===== config.mk =====
export PLATFORM = sky130hd
export DESIGN_NAME = instr_prefetch
export DESIGN_NICKNAME = d
export VERILOG_FILES = /design/src/rtl/instr_prefetch.sv
export SDC_FILE = /design/constraint.sdc
export NUM_CORES = 1
export LEC_CHECK = 0
export ABC_AREA = 1
export CAP_MARGIN = 20
export CORE_UTILIZATION = 59
export CTS_CLUSTER_SIZE = 20
export DETAILED_ROUTE_END_ITERATION = 8
export PLACE_DENSITY_LB_ADDON = 0.12
export SKIP_CTS_REPAIR_TIMING = 1
export SYNTH_ARGS = -nofsm -noshare
export SYNTH_HDL_FRONTEND = slang
export SYNTH_SLANG_ARGS = --single-unit

===== constraint.sdc =====
create_clock -name clk -period 7.64 [get_ports clk]
set_clock_uncertainty 0.2 [all_clocks]
set_input_delay 0.764 -clock clk [delete_from_list [all_inputs] [get_ports clk]]
set_output_delay 0.764 -clock clk [all_outputs]
set_load 0.03 [all_outputs]

===== src/rtl/instr_prefetch.sv =====
// instr_prefetch: instruction prefetch queue between fetch-PC logic and decode.
// Issues sequential word fetches to a variable-latency instruction memory,
// buffers returned words with their PCs in program order, and hands them to
// decode over a valid/ready handshake. A redirect flushes the queue and
// marks every in-flight response as stale so it is silently dropped.
module instr_prefetch #(
    parameter int                    DATA_WIDTH = 32,
    parameter int                    DEPTH      = 4,
    parameter logic [DATA_WIDTH-1:0] RESET_PC   = '0
) (
    input  logic                  clk,
    input  logic                  rst,
    input  logic                  redirect,
    input  logic [DATA_WIDTH-1:0] redirect_pc,
    output logic                  mem_req,
    output logic [DATA_WIDTH-1:0] mem_addr,
    input  logic                  mem_ready,
    input  logic                  mem_rvalid,
    input  logic [DATA_WIDTH-1:0] mem_rdata,
    output logic                  out_valid,
    output logic [DATA_WIDTH-1:0] out_instr,
    output logic [DATA_WIDTH-1:0] out_pc,
    input  logic                  out_ready
);

    localparam int PW = $clog2(DEPTH);
    localparam logic [DATA_WIDTH-1:0] PC_STEP = DATA_WIDTH'(4);
    localparam logic [PW+1:0]         BUDGET  = DEPTH[PW+1:0];

    typedef logic [PW:0]   ptr_t;
    typedef logic [PW-1:0] idx_t;

    logic [DATA_WIDTH-1:0] fetch_pc_q, fetch_pc_d;
    ptr_t                  head_q, head_d;
    ptr_t                  fill_q, fill_d;
    ptr_t                  tail_q, tail_d;
    ptr_t                  stale_q, stale_d;
    logic [DEPTH-1:0]      filled_q, filled_d;
    logic [DATA_WIDTH-1:0] pc_q    [DEPTH];
    logic [DATA_WIDTH-1:0] instr_q [DEPTH];

    idx_t          head_idx, fill_idx, tail_idx;
    ptr_t          occupancy;
    ptr_t          inflight;
    logic [PW+1:0] committed;
    logic          do_issue, do_pop, do_fill, do_drop;
    logic [1:0]    redirect_pc_unused;

    // The low address bits of a redirect target are ignored; word alignment is forced.
    assign redirect_pc_unused = redirect_pc[1:0];

    assign head_idx = head_q[PW-1:0];
    assign fill_idx = fill_q[PW-1:0];
    assign tail_idx = tail_q[PW-1:0];

    // Allocated entries plus responses still owed to the old path must fit in
    // the queue, which also caps the number of outstanding memory requests.
    assign occupancy = tail_q - head_q;
    assign inflight  = tail_q - fill_q;
    assign committed = {1'b0, occupancy} + {1'b0, stale_q};

    assign mem_req   = !rst && !redirect && (committed < BUDGET);
    assign mem_addr  = fetch_pc_q;

    assign out_valid = !rst && !redirect && filled_q[head_idx] && (head_q != tail_q);
    assign out_instr = instr_q[head_idx];
    assign out_pc    = pc_q[head_idx];

    assign do_issue = mem_req && mem_ready;
    assign do_pop   = out_valid && out_ready;
    assign do_drop  = mem_rvalid && (stale_q != '0);
    assign do_fill  = mem_rvalid && (stale_q == '0) && !redirect;

    // Next-state for fetch PC, ring pointers, stale counter and filled flags.
    always_comb begin
        fetch_pc_d = fetch_pc_q;
        head_d     = head_q;
        fill_d     = fill_q;
        tail_d     = tail_q;
        stale_d    = stale_q;
        filled_d   = filled_q;
        if (redirect) begin
            // Every request not yet filled becomes stale; a response arriving
            // this very cycle is already accounted for by dropping it now.
            fetch_pc_d = {redirect_pc[DATA_WIDTH-1:2], 2'b00};
            stale_d    = stale_q + inflight - ptr_t'(mem_rvalid);
            head_d     = tail_q;
            fill_d     = tail_q;
            filled_d   = '0;
        end else begin
            if (do_issue) begin
                tail_d             = tail_q + ptr_t'(1);
                fetch_pc_d         = fetch_pc_q + PC_STEP;
                filled_d[tail_idx] = 1'b0;
            end
            if (do_pop) begin
                head_d             = head_q + ptr_t'(1);
                filled_d[head_idx] = 1'b0;
            end
            if (do_drop) begin
                stale_d = stale_q - ptr_t'(1);
            end
            if (do_fill) begin
                fill_d             = fill_q + ptr_t'(1);
                filled_d[fill_idx] = 1'b1;
            end
        end
    end

    // Control state register with synchronous reset.
    always_ff @(posedge clk) begin
        if (rst) begin
            fetch_pc_q <= RESET_PC;
            head_q     <= '0;
            fill_q     <= '0;
            tail_q     <= '0;
            stale_q    <= '0;
            filled_q   <= '0;
        end else begin
            fetch_pc_q <= fetch_pc_d;
            head_q     <= head_d;
            fill_q     <= fill_d;
            tail_q     <= tail_d;
            stale_q    <= stale_d;
            filled_q   <= filled_d;
        end
    end

    // Entry payload: PC captured at issue, instruction captured at fill; the
    // filled flags alone decide validity, so the payload needs no reset.
    always_ff @(posedge clk) begin
        if (do_issue) begin
            pc_q[tail_idx] <= fetch_pc_q;
        end
        if (do_fill) begin
            instr_q[fill_idx] <= mem_rdata;
        end
    end

endmodule

Word-level counts from Yosys, hierarchy flattened --
Memories as Yosys holds them, arrays and structs flattened. A register that Yosys moved wholly into a read port is not among the register bits. Cells that the tools add are included.
Storage, ports and cells: bits of input ports 70, memories kept 2, output and inout port bits 98, bits in writable memories 256, logic and storage cells 84, register bits after elaboration 48
Memory list:
- instr_q | depth 4, width 32, read ports 1, clocked after memory_dff 1, write ports 1, RTL line 40 | logic [DATA_WIDTH-1:0] instr_q [DEPTH];
- pc_q | depth 4, width 32, read ports 1, clocked after memory_dff 1, write ports 1, RTL line 39 | logic [DATA_WIDTH-1:0] pc_q [DEPTH];
Cells by class: reduce and logical (&&, ||, !) cells 22, bitwise gates (word level) 6, add/sub/neg operators 10, $lt $le $gt $ge 7, equal/unequal tests 1, multiplexer cells 29
Operators by type and width (number):
- 2-to-1 mux 32 bit | 2
- adder 32 x 3 -> 32 bit, second input constant | 1
- 2-to-1 mux 4 bit | 5
- 2-to-1 mux 3 bit | 6
- logical AND 1 bit | 12
- adder 3 x 1 -> 3 bit, second input constant | 3
- < comparator 2 x 3 -> 1 bit, second input constant | 3
- bitwise AND 4 bit | 2
- 2-to-1 mux 1 bit | 8
- 2-to-1 mux 2 bit | 4
- NOT 4 bit | 2
- nonzero test 2 bit | 4
- demux 1 bit (select 2 bit) | 3
- greater-or-equal comparator 2 x 1 -> 1 bit, second input constant | 3
- subtractor 3 bit | 2
- adder 3 x 3 -> 4 bit | 1
- < comparator 4 x 3 -> 1 bit, second input constant | 1
- bitwise OR 4 bit | 1
- adder 3 bit | 1
- zero test 3 bit | 1
- inequality test 3 bit | 1
- nonzero test 3 bit | 1
- subtractor 3 x 1 -> 3 bit | 1
- subtractor 3 x 1 -> 3 bit, second input constant | 1
- other kinds (5) | 6

Longest topological paths before layout --
depth after elaboration 13, mapped depth 17, gate-level depth less buffers 16

Worst setup path after synthesis --
OpenSTA, ideal clock, no wires.
path kind register -> register, start point register head_q[0], end point memory pc_q[2][10], enable pin, arrival 3263 ps, buffers on the path 1, stages on the path, launching flop included 12, setup time 418 ps, setup slack 3758 ps, period minus slack after synthesis 3882 ps, required time 7022 ps, cells stage by stage dfxtp_1 > ha_1 > inv_1 > fa_1 > xor2_1 > ha_1 > inv_1 > nand2_1 > nor2_1 > nand3_2 > buf_6 > nor2_1
On the way: longest elaborated chain between the ends 7
RTL lines:
- start: declaration | RTL line 34 | ptr_t head_q, head_d;
- start signal: assignment | RTL line 114 | head_q <= '0;
- start signal: assignment | RTL line 121 | head_q <= head_d;
- subtractor 3 bit | RTL line 58 | assign occupancy = tail_q - head_q;
- adder 3 x 3 -> 4 bit | RTL line 60 | assign committed = {1'b0, occupancy} + {1'b0, stale_q};
- < comparator 4 x 3 -> 1 bit | RTL line 62 | assign mem_req = !rst && !redirect && (committed < BUDGET);
- logical AND 1 bit | RTL line 62
- logical AND 1 bit | RTL line 69 | assign do_issue = mem_req && mem_ready;
- 2-to-1 mux 1 bit | RTL line 132 | if (do_issue) begin
- 2-to-1 mux 1 bit (implied by the code) | RTL line 133 | pc_q[tail_idx] <= fetch_pc_q;
- end: declaration | RTL line 39
Every way passes these cells.

==> results.md <==
* Drt wl/cell at 17.34 microns
* Final core utilization at 73.29%
* CP Max Fanout at 63
* Max-slew violation count at 0
* Core outline area at 20,960 sq um
* Switch share at 25.78%
* GPL Wtd Cong at 0.9181
* DR pass1 iterations at 5
* Max IR drop VDD at 0.1681 mV
* YS warnings at 0
* PortBufs at 161
* Most frequent cells in the layout: edfxtp_1, nor2_1, nand2_1, clkdlybuf4s50_1, o21ai_0
* Die Area at 21,960 sq um
* Total power at 0.003731 W
* Area leader, netlist: edfxtp_1
* CP arrival at 3.52 ns
* Clock root buffer: clkbuf_16
* Overall Global Routing Usage at 25.81%
* H-tree levels at 1
* CP bufs+invs at 4
* CTS tree: done
* Worst path required time at 6.68 ns
* Area Growth Syn to Fin at 21.80%
* Global-route wire length before repair at 43.79 mm
* Critical-path top delay cell: clkdlybuf4s50_1
* Worst slew margin at 51.25%
* Final setup TNS at 0 ns
* Synth cell types at 37
* Synth Register Bits at 296
* DR DRC count at 0
* Clock power share at 36.4%
* Initial core utilization at 60.17%
* Layout cells sized above 1 at 6.546%
* Vias in the first global route at 8,347
* Clk buf depth at 3
* Synth Area per Inst at 10.93 sq um
* Layout Nets at 1,401
* Grt total ovfl at 0
* Final worst slack at 3.156 ns
* CP startpoint kind: flip-flop
* Die Ht at 148.2 microns
* Critical Path Most Common Cell: buf_4
* Min Clock Period, post-route at 4.484 ns
* I/O Pins at 168
* Vias per inst at 5.560
* Synthesized instance count at 1,154
* Die width at 148.2 microns
* CTS clock-pin slew for the worst setup and hold paths at 0.06 ns
* Critical path capture point type: output pin
* Leak Pwr at 5.399 nW
* Antenna diodes at 0
* Initial antenna violation count at 0
* Sequential fraction of the synthesis area at 66.69%
* Reg power frac at 49.6%
* Worst-Skew Late Latency at 0.56 ns
* Outcome: finished, final reports clean
* Combinational power share at 14.0%
* Final Hold Violating Endpoints at 0
* Post-Syn Area at 12,610 sq um
* Cts bufs inserted at 29
* Final WL at 27.81 mm
* Clock Sinks at 296
* Top-area cell type share of the netlist area at 59.07%
* RSZ-0062 raised after global routing: no
* Fillers at 1,487
* Psw at 0.0009616 W
* Period utilization at 58.69%
* Synth area leaders: edfxtp_1, dfxtp_1, o21ai_0, nor2_1, nand2_1
* Post-DP HPWL at 16.80 mm
* Pin count of the biggest net entering global routing at 125
* Post-Place Worst Slack at 3.746 ns
* Worst-Margin Slew at 0.7304 ns
* MaxCap Viol Count at 0
* Internal at 0.002769 W
* Biggest cell delay along the critical path at 0.71 ns
* Setup violators final at 0
* Vias at 8,918
* FMAX at 223.0 MHz
* Crit Path Class: reg2out
* ANT nets after route at 0
* Worst path top cell family by delay: buffers and inverters
* Pwr per Cell Area at 242.9 nW/um^2
* Site Rows at 53
* Worst Hold Class: reg2reg
* Worst path cell trace: buf_4 -> inv_1 -> buf_4 -> o21ai_0 -> o22ai_1 -> clkdlybuf4s50_1
* DR iter-0 viols at 634
* Commonest non-fill, non-tap cell in the layout: edfxtp_1
cell type report:
class,instances,area [sq um],share of cell area [%]
clock buffer,31,733.2,4.774
clock inverter,23,182.7,1.190
tap,275,344.1,2.241
sequential,296,8413,54.78
inverter,84,334.1,2.175
multi-input combinational,719,3606,23.48
timing repair buffer,176,1744,11.36
cells by family (layout without fill, tap and decap cells):
kind of cell    after synthesis  in the layout  synth area share, %
other cells                   1              4              0.02974
xor+xnor                     17             17                1.181
fa+ha+maj                    25             25                2.779
simple gates                417            417                13.35
flops                       296            296                66.69
buf+inv                     142            314                4.862
compound gates              256            256                11.11
worst reg2reg max path, stage by stage, from the launching register on:
cell     delay (ns)
dfxtp_1        0.51
ha_1           0.20
inv_1          0.05
fa_1           0.37
xor2_1         0.18
ha_1           0.28
inv_1          0.05
nand2_1        0.04
nor2_1         0.15
nand3_2        0.53
nand2_2        0.53
inv_2          0.21
nand2_1        0.10
nand2_1        0.05
a21oi_1        0.11
nor2_1         0.05
path summary, 6_finish.rpt:
kind,startpoint,slack [ns],depth (start not counted),endpoint
worst max-delay path,flip-flop,3.16,6,out_instr[10]
worst min register to register,fill_q[1],0.33,2,fill_q[1]
worst min-delay path,fill_q[1],0.33,2,fill_q[1]
worst max register to register,head_q[0],3.94,15,mem_addr[12]
synthesized netlist by cell type, drive strengths merged:
master	n
a211oi	1
a21oi	29
a31oi	7
and2	1
buf	18
clkbuf	40
conb	1
dfxtp	48
edfxtp	248
fa	5
ha	20
inv	84
nand2	179
nand3	38
nand3b	1
nor2	194
nor3	3
nor3b	1
o211ai	6
o21ai	150
o22ai	63
xnor2	8
xor2	9
through the flow:
step	instances	hold slack, ns	area (sq um)
floorplan	1157	0.2739	12620
global placement	1549	0.3036	14410
detailed placement	1549	0.3159	14410
CTS	1603	0.3280	15330
global route	1604	0.3424	15360
finish	1604	0.3269	15360
sequential cells by signal (all words and copies together) (netlist names), named ones only:
register  flops
pc_q        120
tail_q        3
filled_q      4
fill_q        3
instr_q     128
stale_q       3
head_q        3
mem_addr     30
power by group through the flow:
stage | combinational [W] | sequential, W | clock (W)
2_1_floorplan | 0.000297 | 0.00189 | 0
3_3_place_gp | 0.000509 | 0.00188 | 0
3_5_place_dp | 0.000519 | 0.00188 | 0
4_1_cts | 0.000522 | 0.00185 | 0.00137
5_1_grt | 0.000566 | 0.00186 | 0.00143
6_report | 0.000521 | 0.00185 | 0.00136
layer usage:
metal | share of wire [%] | wire length [microns] | track usage [%]
met1 | 43 | 11880 | 35.91
met2 | 48 | 13230 | 42.32
met3 | 7.8 | 2175 | 4.018
met4 | 1.9 | 537 | 7.577
met5 | 0 | 0 | 0
(Power assumes the default switching activity.)
